===== src/rtl/mdu_seq_if.sv =====
// Request/result bundle between a requester and the sequential multiply/divide unit.
// The master drives the requests and the slave returns busy, done and the HI/LO registers.
interface mdu_seq_if;
  logic        start;
  logic [1:0]  op;
  logic [31:0] A;
  logic [31:0] B;
  logic        busy;
  logic        done;
  logic [31:0] hi;
  logic [31:0] lo;

  modport master (output start, op, A, B, input busy, done, hi, lo);
  modport slave  (input start, op, A, B, output busy, done, hi, lo);
endinterface


===== src/rtl/mdu_seq.sv =====
// Sequential unsigned multiply/divide unit with architectural HI/LO registers.
// MULTU and DIVU take one iteration per cycle, 32 iterations each. MTHI and MTLO write HI or LO directly.
module mdu_seq (
  input  logic    clk,
  input  logic    reset_n,
  mdu_seq_if.slave bus
);
  typedef enum logic [1:0] {IDLE, MUL, DIV} state_e;

  state_e      state_q, state_d;
  logic [4:0]  cnt_q, cnt_d;
  logic [31:0] a_q, a_d;
  logic [31:0] b_q, b_d;
  logic [31:0] rem_q, rem_d;
  logic [63:0] acc_q, acc_d;
  logic [31:0] hi_q, hi_d;
  logic [31:0] lo_q, lo_d;
  logic        busy_q, busy_d;
  logic        done_q, done_d;

  logic [32:0] mul_sum;
  logic [32:0] rem_sh;
  logic [32:0] rem_sub;
  logic        q_bit;

  always_comb begin
    state_d = state_q;
    cnt_d   = cnt_q;
    a_d     = a_q;
    b_d     = b_q;
    rem_d   = rem_q;
    acc_d   = acc_q;
    hi_d    = hi_q;
    lo_d    = lo_q;
    busy_d  = busy_q;
    done_d  = 1'b0;

    // Multiply: add into the top half, then shift the accumulator right one bit.
    mul_sum = {1'b0, acc_q[63:32]} + {1'b0, (b_q[0] ? a_q : 32'd0)};
    // Divide: a_q shifts the dividend out from its MSB and takes quotient bits in at its LSB.
    rem_sh  = {rem_q, a_q[31]};
    rem_sub = rem_sh - {1'b0, b_q};
    q_bit   = (rem_sh >= {1'b0, b_q});

    case (state_q)
      IDLE: begin
        if (bus.start) begin
          case (bus.op)
            2'b00: begin
              a_d     = bus.A;
              b_d     = bus.B;
              acc_d   = '0;
              cnt_d   = 5'd31;
              state_d = MUL;
              busy_d  = 1'b1;
            end
            2'b01: begin
              a_d     = bus.A;
              b_d     = bus.B;
              rem_d   = '0;
              cnt_d   = 5'd31;
              state_d = DIV;
              busy_d  = 1'b1;
            end
            2'b10:   hi_d = bus.A;
            default: lo_d = bus.A;
          endcase
        end
      end
      MUL: begin
        acc_d = {mul_sum, acc_q[31:1]};
        b_d   = {1'b0, b_q[31:1]};
        cnt_d = cnt_q - 5'd1;
        if (cnt_q == 5'd0) begin
          {hi_d, lo_d} = {mul_sum, acc_q[31:1]};
          state_d      = IDLE;
          busy_d       = 1'b0;
          done_d       = 1'b1;
        end
      end
      DIV: begin
        rem_d = q_bit ? rem_sub[31:0] : rem_sh[31:0];
        a_d   = {a_q[30:0], q_bit};
        cnt_d = cnt_q - 5'd1;
        if (cnt_q == 5'd0) begin
          hi_d    = q_bit ? rem_sub[31:0] : rem_sh[31:0];
          lo_d    = {a_q[30:0], q_bit};
          state_d = IDLE;
          busy_d  = 1'b0;
          done_d  = 1'b1;
        end
      end
      default: begin
        state_d = IDLE;
        busy_d  = 1'b0;
      end
    endcase
  end

  always_ff @(posedge clk or negedge reset_n) begin
    if (!reset_n) begin
      state_q <= IDLE;
      cnt_q   <= '0;
      a_q     <= '0;
      b_q     <= '0;
      rem_q   <= '0;
      acc_q   <= '0;
      hi_q    <= '0;
      lo_q    <= '0;
      busy_q  <= 1'b0;
      done_q  <= 1'b0;
    end else begin
      state_q <= state_d;
      cnt_q   <= cnt_d;
      a_q     <= a_d;
      b_q     <= b_d;
      rem_q   <= rem_d;
      acc_q   <= acc_d;
      hi_q    <= hi_d;
      lo_q    <= lo_d;
      busy_q  <= busy_d;
      done_q  <= done_d;
    end
  end

  assign bus.busy = busy_q;
  assign bus.done = done_q;
  assign bus.hi   = hi_q;
  assign bus.lo   = lo_q;
endmodule

===== src/flat_wrapper.sv =====
// flat-port wrapper written by rule: the top's interface ports become plain ports
module mdu_seq_flat 
  (clk, reset_n, bus_start, bus_op, bus_A, bus_B, bus_busy, bus_done, bus_hi, bus_lo);
  mdu_seq_if bus_i ();
  input  logic clk;
  input  logic reset_n;
  input wire logic [$bits(bus_i.start)-1:0] bus_start;
  input wire logic [$bits(bus_i.op)-1:0] bus_op;
  input wire logic [$bits(bus_i.A)-1:0] bus_A;
  input wire logic [$bits(bus_i.B)-1:0] bus_B;
  output wire logic [$bits(bus_i.busy)-1:0] bus_busy;
  output wire logic [$bits(bus_i.done)-1:0] bus_done;
  output wire logic [$bits(bus_i.hi)-1:0] bus_hi;
  output wire logic [$bits(bus_i.lo)-1:0] bus_lo;
  assign bus_i.start = bus_start;
  assign bus_i.op = bus_op;
  assign bus_i.A = bus_A;
  assign bus_i.B = bus_B;
  assign bus_busy = bus_i.busy;
  assign bus_done = bus_i.done;
  assign bus_hi = bus_i.hi;
  assign bus_lo = bus_i.lo;
  mdu_seq u_core (.clk(clk), .reset_n(reset_n), .bus(bus_i));
endmodule

===== config.mk =====
export PLATFORM = sky130hd
export DESIGN_NAME = mdu_seq_flat
export DESIGN_NICKNAME = d
export VERILOG_FILES = /design/src/rtl/mdu_seq_if.sv /design/src/rtl/mdu_seq.sv /design/src/flat_wrapper.sv
export SDC_FILE = /design/constraint.sdc
export NUM_CORES = 1
export LEC_CHECK = 0
export ABC_AREA = 1
export BUFFER_PORTS_ARGS = -buffer_cell sky130_fd_sc_hd__buf_2
export CAP_MARGIN = 25
export CORE_MARGIN = 4
export CORE_UTILIZATION = 55
export DETAILED_ROUTE_END_ITERATION = 6
export PLACE_DENSITY_LB_ADDON = 0.08
export SYNTH_ARGS = -nofsm -noshare
export SYNTH_HDL_FRONTEND = slang
export SYNTH_SLANG_ARGS = --single-unit

===== constraint.sdc =====
create_clock -name clk -period 5.02 [get_ports clk]
set_input_delay 0.251 -clock clk [delete_from_list [all_inputs] [get_ports clk]]
set_output_delay 0.251 -clock clk [all_outputs]
set_load 0.01 [all_outputs]

# [After elaboration in Yosys (flattened, before gate mapping)]
# Index checks and enable logic that the tools add are counted.
[word_totals] ff_bits=233 input_bits=69 output_inout_bits=66 elab_cells=84
[classes] add_sub_neg=3 magnitude_cmp=1 n_eq_ne=14 mux=37 reduce_logical=19
[op_table] op="$mux 32" n=16
[op_table] op="$pmux 32 s2" n=3
[op_table] op="$pmux 32 s3" n=2
[op_table] op="$mux 64" n=2
[op_table] op="$pmux 64 s2" n=1
[op_table] op="$add 32x32->33" n=1
[op_table] op="$ge 33x32->1" n=1
[op_table] op="$sub 32x32->32" n=1
[op_table] op="$reduce_and 3->1" n=7
[op_table] op="$ne 2x2->1 const B" n=6
[op_table] op="$mux 5" n=2
[op_table] op="$pmux 5 s2" n=1
[op_table] op="$reduce_and 5->1" n=2
[op_table] op="$pmux 2 s2" n=2
[op_table] op="$ne 2x1->1 const B" n=3
[op_table] op="$reduce_bool 2->1" n=3
[op_table] op="$logic_not 5->1" n=1
[op_table] op="$mux 1" n=5
[op_table] op="$sub 5x1->5 const B" n=1
[op_table] op="$eq 2x1->1 const B" n=2
[op_table] op="$eq 2x2->1 const B" n=2
[op_table] op="$logic_not 2->1" n=2
[op_table] op="$mux 2" n=2
[op_table] op="$reduce_or 2->1" n=2
[op_table] op="other kinds (4)" n=4

# [Depth between registers and ports, before layout]
# Gate-level depths: netlist of the first run.
[depth] depth_word=5 mapped_depth=19 depth_no_buf=18

# [Least setup slack after synthesis of the first run]
# No wires, ideal clock.
[synth_path] kind="reg2reg" start="reg u_core.b_q[0]" end="reg u_core.hi_q[31], in the netlist u_core.bus.hi[31]" setup_time_ps=78 arrival_time_ps=2481 required_ps=4942 path_slack_ps=2462 path_stages_with_launch=20 n_path_buf=1 period_less_slack_ps=2558 path_cell_list="dfrtp_1 > clkbuf_1 > nand2_1 > inv_1 > ha_1 > inv_1 > fa_1 > o21ai_0 > nand2_1 > nand2_1 > nand3_1 > nand2_1 > nand2_1 > nand2_1 > nand2_1 > nand2_1 > nand2_1 > nand2_1 > nand2_1 > a21boi_1"
[synth_between] elab_chain_len=4 elab_cells_between_ends=8 classes_between="add/sub (2); order compare (1); mux (5)"
[synth_rtl] item="start: declaration" line="mdu_seq.sv:13" rtl="logic [31:0] b_q, b_d;"
[synth_rtl] item="start signal: assignment" line="mdu_seq.sv:105" rtl="b_q <= '0;"
[synth_rtl] item="start signal: assignment" line="mdu_seq.sv:116" rtl="b_q <= b_d;"
[synth_rtl] item="$sub 32x32->32, or another cell as far along" line="mdu_seq.sv:42" rtl="rem_sub = rem_sh - {1'b0, b_q};"
[synth_rtl] item="$mux 32 / $add 32x32->33 (equally long branches)" line="mdu_seq.sv:86, mdu_seq.sv:39"
[synth_rtl] item="$mux 32 (on tied branches)" line="mdu_seq.sv:85, mdu_seq.sv:74"
[synth_rtl] item="$pmux 32 s3 (*)" line="mdu_seq.sv:45" rtl="case (state_q)"
[synth_rtl] item="end signal: assignment" line="mdu_seq.sv:119" rtl="hi_q <= hi_d;"
[synth_rtl] item="end: declaration" line="mdu_seq.sv:16" rtl="logic [31:0] hi_q, hi_d;"
# Every way passes the cells marked *; elsewhere a longest branch is shown, timed or not. The select of a mux whose other input is x is not followed.
# A chain may end at the register's enable or synchronous reset.

# [Final worst setup path of the first run]
[layout_path] start="reg u_core.state_q[1]" end="reg u_core.acc_q[5]"
[layout_between] elab_chain_len=3 elab_cells_between_ends=7 classes_between="eq/ne (3); mux (1); reduce/logical (3)"
[layout_rtl] item="start: declaration" line="mdu_seq.sv:10" rtl="state_e state_q, state_d;"
[layout_rtl] item="start signal: assignment" line="mdu_seq.sv:113" rtl="state_q <= state_d;"
[layout_rtl] item="$logic_not 2->1 / $eq 2x1->1 (equally long branches)" line="mdu_seq.sv:45"
[layout_rtl] item="$ne 2x2->1 (no source line) / $reduce_bool 2->1 (equally long branches)"
[layout_rtl] item="$reduce_and 3->1 (no source line)"
[layout_rtl] item="end signal: assignment" line="mdu_seq.sv:107" rtl="acc_q <= '0;"
[layout_rtl] item="end signal: assignment" line="mdu_seq.sv:118" rtl="acc_q <= acc_d;"
[layout_rtl] item="end: declaration" line="mdu_seq.sv:15" rtl="logic [63:0] acc_q, acc_d;"
# Parallel ways exist; a longest one is shown, timed or not.

==> reports/qor_table.md, run 1 <==
| Parameter | Value | Unit |
| --- | --- | --- |
| Run status | completed | - |
| N_diodes | 0 | - |
| Wire length after detailed routing | 46700 | µm |
| Post-cts sizing count | 0 | - |
| Arrival time worst endpoint | 4.11 | ns |
| EDFF count, synth | 0 | - |
| Max-slew violation count | 0 | - |
| Initial antenna violation count | 0 | - |
| Post-layout net count | 2577 | - |
| Number of warning messages in the yosys log | 0 | - |
| Worst path most repeated cell | buf_4 | - |
| Fraction of layout cells with a size suffix above 1 | 0.0970 | - |
| Placed Instance Area | 16800 | µm² |
| Delay of the slowest critical-path stage | 0.58 | ns |
| Post-synthesis sequential area ratio | 0.367 | - |
| Placed Instances | 2736 | - |
| Leading area contributor after synthesis | dfrtp_1 | - |
| Die Outline Area | 31500 | µm² |
| Clock latency reported for the late side of the worst-skew pair | 0.56 | ns |
| Pwr/cell area | 564 | nW/µm² |
| Most common library cell in the layout ignoring fill and taps | nand2_1 | - |
| Crit path to | u_core.acc_q[5] | - |
| Setup TNS | 0 | ns |
| Dominant cells by area after synthesis | dfrtp_1 (37%), nand2_1 (17%), o21ai_0 (7.9%), inv_1 (7.8%), ha_1 (5.6%) | - |
| Fraction of synthesized cell area taken by the top area cell type | 0.367 | - |
| Critical path endpoint category | flip-flop | - |
| Reg-to-Reg End | u_core.acc_q[5] | - |
| CP max FO | 67 | - |
| Non-Filler Instances | 2832 | - |
| Highest-count cells in the layout ignoring fill and taps | nand2_1 (712), inv_1 (328), o21ai_0 (248), dfrtp_1 (232), buf_2 (133) | - |
| Actual transition at the worst max-transition pin | 0.912 | ns |
| Share of async-settable or async-resettable flops after synthesis | 1.00 | - |
| Drt initial violations | 1376 | - |
| Number of clock buffers inserted by TritonCTS | 27 | - |
| Final worst path period share | 0.726 | - |
| Number of clock sinks | 232 | - |
| H-tree levels | 1 | - |
| Final setup violation count | 0 | - |
| DRC violations left | 0 | - |
| Crit Path Class | reg -> reg | - |
| Number of rows in the core area | 61 | - |
| Drt via density | 5.39 | - |
| Required time of the critical path | 5.49 | ns |
| Maxcap violations | 0 | - |
| Flops & latches, synth | 232 | - |
| Critical register-to-register path startpoint | u_core.state_q[1] | - |
| Post-layout minimum cycle time | 3.64 | ns |
| CTS tree | yes | - |
| Post-route cell area | 18100 | µm² |
| Maximum ir drop on the vdd rail | 0.000490 | V |
| Placer's final routability congestion estimate | 1.01 | - |
| Total number of vias | 15300 | - |
| Clock Root Buffer | clkbuf_16 | - |
| DRT Pass-1 Iters | 6 | - |
| Clock-pin slew reported for the worst setup and hold paths after clock tree synthesis | 0.06 | ns |
| GR Overflow Total | 0 | - |
| Wire length of the first global-routing pass | 76000 | µm |
| IO Pins | 135 | - |
| Start point of the critical path | u_core.state_q[1] | - |
| Post-synthesis to final-layout area growth | 14.7 | % |
| Starting density of the core | 0.563 | - |
| Floorplan core area | 28100 | µm² |
| Synthesized area | 15800 | µm² |
| Cell leakage power | 9.58 | nW |
| Hold_buf cts | 48 | - |
| Post-route ant nets | 0 | - |
| Maximum achievable frequency | 275 | MHz |
| Count of buffers added by post-CTS timing repair for setup | 0 | - |
| Worst clock skew | 0.0125 | ns |
| Worst hold-check path type | in -> reg | - |
| Total Routing Usage GR | 0.297 | - |
| Mapped Cells | 2305 | - |
| Most common flop cell mapped by yosys | dfrtp_1 | - |
| Estimated wirelength of the detail-placed design | 33700 | µm |
| Wire per inst | 16.5 | µm |
| Number of buffers between clock root and the deepest sink | 3 | - |
| Die height | 178 | µm |
| RSZ-0062 raised after global routing | false | - |
| Port Buffer Count | 134 | - |
| Die boundary width | 178 | µm |
| Worst setup SP type | flip-flop | - |
| Worst Reg2Reg Path Length in Cells | 12 | - |
| Number of global-route vias before repair | 14800 | - |
| Rel. slew slack | 0.392 | - |
| Synthesized netlist net count | 2447 | - |
| Setup slack, reg-to-reg | 1.38 | ns |
| Master of the slowest instance on the critical path | ha_4 | - |
| Cell-by-cell listing of the critical path | inv_1 -> ha_4 -> inv_1 -> buf_4 -> a21oi_4 -> buf_4 -> o21ai_4 -> buf_4 -> inv_1 -> buf_4 -> nand3_1 -> o21ai_0 | - |
| Library cells used by synthesis | 47 | - |
| Count of endpoints failing hold in the final timing report | 0 | - |
| Post-Syn Area per Cell | 6.86 | µm² |
| Maximum number of pins on one net before global-route repair | 121 | - |
critical path: cells and delay by family, from the launching register on:
family	cells	cell delay (ns)
flops	1	0.40
buf+inv	7	1.93
compound gates	3	0.41
fa+ha+maj	1	0.58
simple gates	1	0.14
per-stage QoR:
stage                     power, mW  hold slack (ns)  worst slack (ns)   util
after floorplan                6.62          -0.0446              2.46      -
after global placement         8.03            0.365              1.47  0.596
after detailed placement       8.14            0.357              1.39  0.597
after CTS                      10.2           0.0263              1.34  0.646
after global routing           11.1           0.0554             0.976  0.646
final                          10.2           0.0363              1.38  0.646
how the worst min path moves through the flow:
stage,from,endpoint,cells after the start
2_1_floorplan,reset_n,u_core.a_q[0],0
3_3_place_gp,reset_n,u_core.cnt_q[3],1
3_5_place_dp,reset_n,u_core.cnt_q[3],1
4_1_cts,bus_A[11],u_core.bus.hi[11],3
5_1_grt,bus_A[10],u_core.bus.hi[10],3
6_report,bus_B[1],u_core.b_q[1],3
layer usage:
metal	global-route usage	share of wire
met5	0	0
met4	0.104	0.038
met3	0.0339	0.063
met2	0.467	0.43
met1	0.428	0.46
cells in the mapped netlist (2+ instances only):
master,count
clkbuf_1,72
clkinv_1,2
nand3_1,133
mux2i_1,16
o22ai_1,16
inv_1,329
nor2_1,118
o21bai_1,8
nand4_1,9
o21ai_0,249
a21boi_1,15
inv_2,2
a21oi_2,6
a21boi_0,23
and2_1,6
buf_6,4
a21o_1,2
o211ai_1,30
nand3_2,4
fa_1,2
nor3_1,15
or2_2,3
xnor2_1,9
a31oi_1,17
nor2_2,9
dfrtp_1,232
buf_1,8
nand2_2,9
nand3b_1,37
a21oi_1,103
o21a_1,4
ha_1,71
nand2_1,712
xor2_1,5
buf_2,13
cell type report:
class	instances	area (µm²)
Clock buffer	40	795
Tap cell	378	473
Multi-Input combinational cell	1642	8400
Inverter	333	1250
Timing Repair Buffer	199	1310
Sequential cell	232	5810
Clock inverter	8	109
Fill cell	2608	9940
sequential cells by signal (all words and copies together), names as in the netlist:
register,cells
u_core.a_q,32
u_core.bus.lo,32
u_core.acc_q,63
u_core.b_q,32
u_core.bus.hi,32
u_core.state_q,2
u_core.rem_q,32
u_core.bus.done,1
u_core.bus.busy,1
u_core.cnt_q,5
logic make-up (layout without fill, tap and decap cells):
kind of cell / after synthesis / in the layout / share of synthesized area
xor gates and xnor gates: 14 / 14 / 0.00775
and+or+nand+nor: 1059 / 1059 / 0.280
adders and majority gates: 73 / 73 / 0.0587
muxes: 16 / 16 / 0.0101
AOI/OAI and AO/OA: 480 / 480 / 0.171
DFF: 232 / 232 / 0.367
buffers and inverters: 431 / 580 / 0.105
power breakdown:
part	total, mW	switching [mW]	leakage [nW]	internal [mW]
Clock	2.01	0.817	0.448	1.20
Sequential	2.84	0.339	2.95	2.50
Combinational	5.37	3.65	6.18	1.72
Power figures use the tool's default switching activity.
==> inputs of run 2 (changes only) <==
--- a/config.mk
+++ b/config.mk
@@ -5,7 +5,7 @@
 export SDC_FILE = /design/constraint.sdc
 export NUM_CORES = 1
 export LEC_CHECK = 0
-export ABC_AREA = 1
+export ABC_AREA = 0
 export BUFFER_PORTS_ARGS = -buffer_cell sky130_fd_sc_hd__buf_2
 export CAP_MARGIN = 25
 export CORE_MARGIN = 4
==> constraint.sdc (replaced) <==
create_clock -name clk -period 3 [get_ports clk]
set_input_delay 0.15 -clock clk [delete_from_list [all_inputs] [get_ports clk]]
set_output_delay 0.15 -clock clk [all_outputs]
set_load 0.01 [all_outputs]
==> run 2 against run 1 <==
Against the previous run: the run now ends with negative setup slack left; sequential power is 77% higher; routed wire length down 3.8%; hold slack gained 0.015 ns; global-route usage increased by 0.30 points; synthesized area decreased by 8.3%; die area is 7.9% lower; worst setup slack got worse by 1.5 ns; final cell count fell by 14%; combinational power up 100%; register-to-register slack worse by 1.5 ns; critical path type unchanged; highest routed layer is now met5.
==> reports/qor_table.md, run 2 <==
| Parameter | Value | Unit |
| --- | --- | --- |
| Power share of the sequential group | 0.260 | - |
| Floorplan core area | 26000 | µm² |
| Failing checks | negative setup slack | - |
| Most common library cell in the layout ignoring fill and taps | nand2_1 | - |
| Worst hold-check path type | in -> reg | - |
| Drt via density | 5.75 | - |
| Clock latency reported for the late side of the worst-skew pair | 0.54 | ns |
| Port Buffer Count | 134 | - |
| Number of buffers between clock root and the deepest sink | 3 | - |
| Most numerous cell in the Yosys netlist | nand2_1 | - |
| Library cells used by synthesis | 81 | - |
| Final worst path period share | 1.05 | - |
| Multi-input logic area | 8860 | µm² |
| Post-synthesis sequential area ratio | 0.400 | - |
| Post-route ant nets | 0 | - |
| Actual transition at the worst max-transition pin | 0.603 | ns |
| Count of fill cells added during filler insertion | 1925 | - |
| Total number of vias | 14000 | - |
| Number of stages on the worst setup path | 14 | - |
| Post-layout minimum cycle time | 3.16 | ns |
| Initial antenna violation count | 3 | - |
| Required time of the critical path | 3.41 | ns |
| Dominant cells by area after synthesis | dfrtp_1 (40%), nand2_1 (8.9%), o21ai_0 (7.0%), ha_1 (6.1%), a21o_1 (3.0%) | - |
| Commonest cells in the synthesized netlist | nand2_1 (345), dfrtp_1 (232), o21ai_0 (204) | - |
| Sequential cell area | 5810 | µm² |
| Setup slack, reg-to-reg | -0.16 | ns |
| GR Overflow Total | 0 | - |
| Placed Instances | 2292 | - |
| DRT Pass-1 Iters | 5 | - |
| Setup TNS | -1.11 | ns |
| Worst setup SP type | flip-flop | - |
| Number of warning messages in the yosys log | 0 | - |
| Number of clock buffers inserted by TritonCTS | 26 | - |
| Highest-count cells in the layout ignoring fill and taps | nand2_1 (341), buf_4 (242), dfrtp_1 (232), o21ai_0 (181), buf_2 (133) | - |
| H-tree levels | 1 | - |
| Net switching power figure | 8.64 | mW |
| Die Outline Area | 29000 | µm² |
| Post-Syn Area per Cell | 8.54 | µm² |
| Wire length after detailed routing | 44900 | µm |
| Non-Filler Instances | 2428 | - |
| Drt initial violations | 1138 | - |
| Number of clock sinks | 232 | - |
| N_diodes | 0 | - |
| Fraction of layout cells with a size suffix above 1 | 0.280 | - |
| Pwr/cell area | 985 | nW/µm² |
| Die boundary width | 170 | µm |
| Worst slack on hold paths | 0.0511 | ns |
| Buf+Inv Stages, Crit Path | 2 | - |
| Flip-flop count of the largest register, all copies and words added | 63 | - |
| Die height | 170 | µm |
| Register with the most flip-flops | u_core.acc_q | - |
| Fraction of synthesized cell area taken by the top area cell type | 0.400 | - |
| Maximum achievable frequency | 317 | MHz |
| Cell-by-cell listing of the critical path | buf_12 -> and2_1 -> ha_2 -> inv_2 -> fa_2 -> nand2b_4 -> a21oi_2 -> o41ai_4 -> and4_4 -> nor4_4 -> or3_4 -> a31oi_2 -> a2bb2oi_1 -> o21ai_1 | - |
| Cell-internal power | 10.7 | mW |
| Post-synthesis to final-layout area growth | 35.3 | % |
| Worst clock skew | 0.0100 | ns |
| Arrival time worst endpoint | 3.57 | ns |
| Post-layout net count | 2216 | - |
| Maxcap violations | 0 | - |
| Post-route cell area | 19600 | µm² |
| Maximum number of pins on one net before global-route repair | 101 | - |
| Most common flop cell mapped by yosys | dfrtp_1 | - |
| Crit Path Class | reg -> reg | - |
| Mapped Cells | 1698 | - |
| Clock Root Buffer | clkbuf_16 | - |
| Switching fraction of total power | 0.447 | - |
| Starting density of the core | 0.558 | - |
| Delay of the slowest critical-path stage | 0.46 | ns |
| Max-slew violation count | 0 | - |
| CTS tree | yes | - |
| Final worst setup slack | -0.159 | ns |
| EDFF count, synth | 0 | - |
| Cell family with the largest share of critical-path delay | simple AND/OR/NAND/NOR gates | - |
| Placed Instance Area | 17100 | µm² |
| Wire per inst | 18.5 | µm |
| Synthesized area | 14500 | µm² |
| Leading area contributor after synthesis | dfrtp_1 | - |
| Critical path endpoint category | flip-flop | - |
| Fraction of power consumed by the clock network | 0.170 | - |
| Synthesized netlist net count | 1840 | - |
| Number of global-route vias before repair | 13500 | - |
| Worst Reg2Reg Path Length in Cells | 14 | - |
| CP max FO | 17 | - |
| Wire length of the first global-routing pass | 70900 | µm |
| Master of the slowest instance on the critical path | o41ai_4 | - |
| IO Pins | 135 | - |
| Cell leakage power | 9.28 | nW |
| Share of async-settable or async-resettable flops after synthesis | 1.00 | - |
| Placer's final routability congestion estimate | 0.961 | - |
| Total Routing Usage GR | 0.300 | - |
| Maximum ir drop on the vdd rail | 0.000886 | V |
| Proportion of power drawn by combinational gates | 0.570 | - |
| Instance count along the most critical hold path | 3 | - |
| Rel. slew slack | 0.598 | - |
| Number of rows in the core area | 59 | - |
| Run status | finished with violations | - |
| RSZ-0062 raised after global routing | true | - |
| Count of endpoints failing hold in the final timing report | 0 | - |
| DRC violations left | 0 | - |
| Flops & latches, synth | 232 | - |
| Final setup violation count | 13 | - |
| Clock-pin slew reported for the worst setup and hold paths after clock tree synthesis | 0.06 | ns |
| Estimated wirelength of the detail-placed design | 31400 | µm |
[run 2: changes by cell type after synthesis, sizes merged, moves of 39 or more]
cell,before,now
inv,331,57
nor2,128,75
o21ai,251,212
nand3,137,33
nand2,721,345
a21oi,110,71
a21o,2,59
[run 2: area by class of cell]
cell class,count,share of cell area
Clock buffer,38,0.0401
Clock inverter,9,0.00529
Inverter,58,0.0111
Multi-Input combinational cell,1300,0.452
Sequential cell,232,0.296
Tap cell,335,0.0214
Timing Repair Buffer,456,0.175
[run 2: kinds of logic (layout without fill, tap and decap cells)]
group           after synthesis  after routing  share of synthesized area
compound gates              561            561                      0.254
simple gates                576            576                      0.174
mux                          50             50                     0.0361
flops                       232            232                      0.400
buf+inv                     166            561                     0.0471
fa+ha+maj                    73             73                     0.0640
xor+xnor                     40             40                     0.0242
[run 2: per-layer routing]
layer	track usage	part of all wire
met5	0	0.00073
met3	0.0360	0.052
met4	0.0608	0.024
met1	0.446	0.47
met2	0.478	0.45
[run 2: final timing paths]
path	from	end
max	u_core.b_q[0]	u_core.bus.hi[29]
min	bus_A[29]	u_core.bus.hi[29]
max reg2reg	u_core.b_q[0]	u_core.bus.hi[29]
min reg2reg	u_core.bus.lo[4]	u_core.bus.lo[4]
max in group asynchronous	reset_n	u_core.acc_q[56]
min in group asynchronous	reset_n	u_core.b_q[4]
[run 2: stage by stage]
step	total power, mW	util	setup WS (ns)
after floorplan	11.4	-	0.0239
after global placement	15.0	0.659	-0.159
after detailed placement	15.3	0.659	-0.306
after CTS	18.8	0.728	-0.108
after global routing	20.8	0.755	-0.288
final	19.3	0.755	-0.159
[run 2: power by group through the flow]
stage | Sequential [mW] | Combinational [mW] | Clock, mW
5_1_grt | 5.14 | 12.1 | 3.48
4_1_cts | 5.00 | 10.5 | 3.34
6_report | 5.02 | 11.0 | 3.29
3_5_place_dp | 5.03 | 10.3 | 0
3_3_place_gp | 4.99 | 10.0 | 0
2_1_floorplan | 5.01 | 6.34 | 0
[run 2: what timing repair did]
item                                   4_1_cts  5_1_grt
buffers inserted                             7       17
setup endpoints to repair                   49       69
pin swaps                                   21       39
gates resized for setup                     38      123
cloned                                       0        1
hold buffers                                64        0
endpoints found under the hold margin      137        0
[run 2: worst reg2reg max path, stage by stage (launching register included)]
cell	delay, ns
dfrtp_1	0.41
buf_12	0.16
and2_1	0.14
ha_2	0.18
inv_2	0.06
fa_2	0.20
nand2b_4	0.13
a21oi_2	0.08
o41ai_4	0.46
and4_4	0.33
nor4_4	0.05
or3_4	0.38
a31oi_2	0.18
a2bb2oi_1	0.18
o21ai_1	0.10
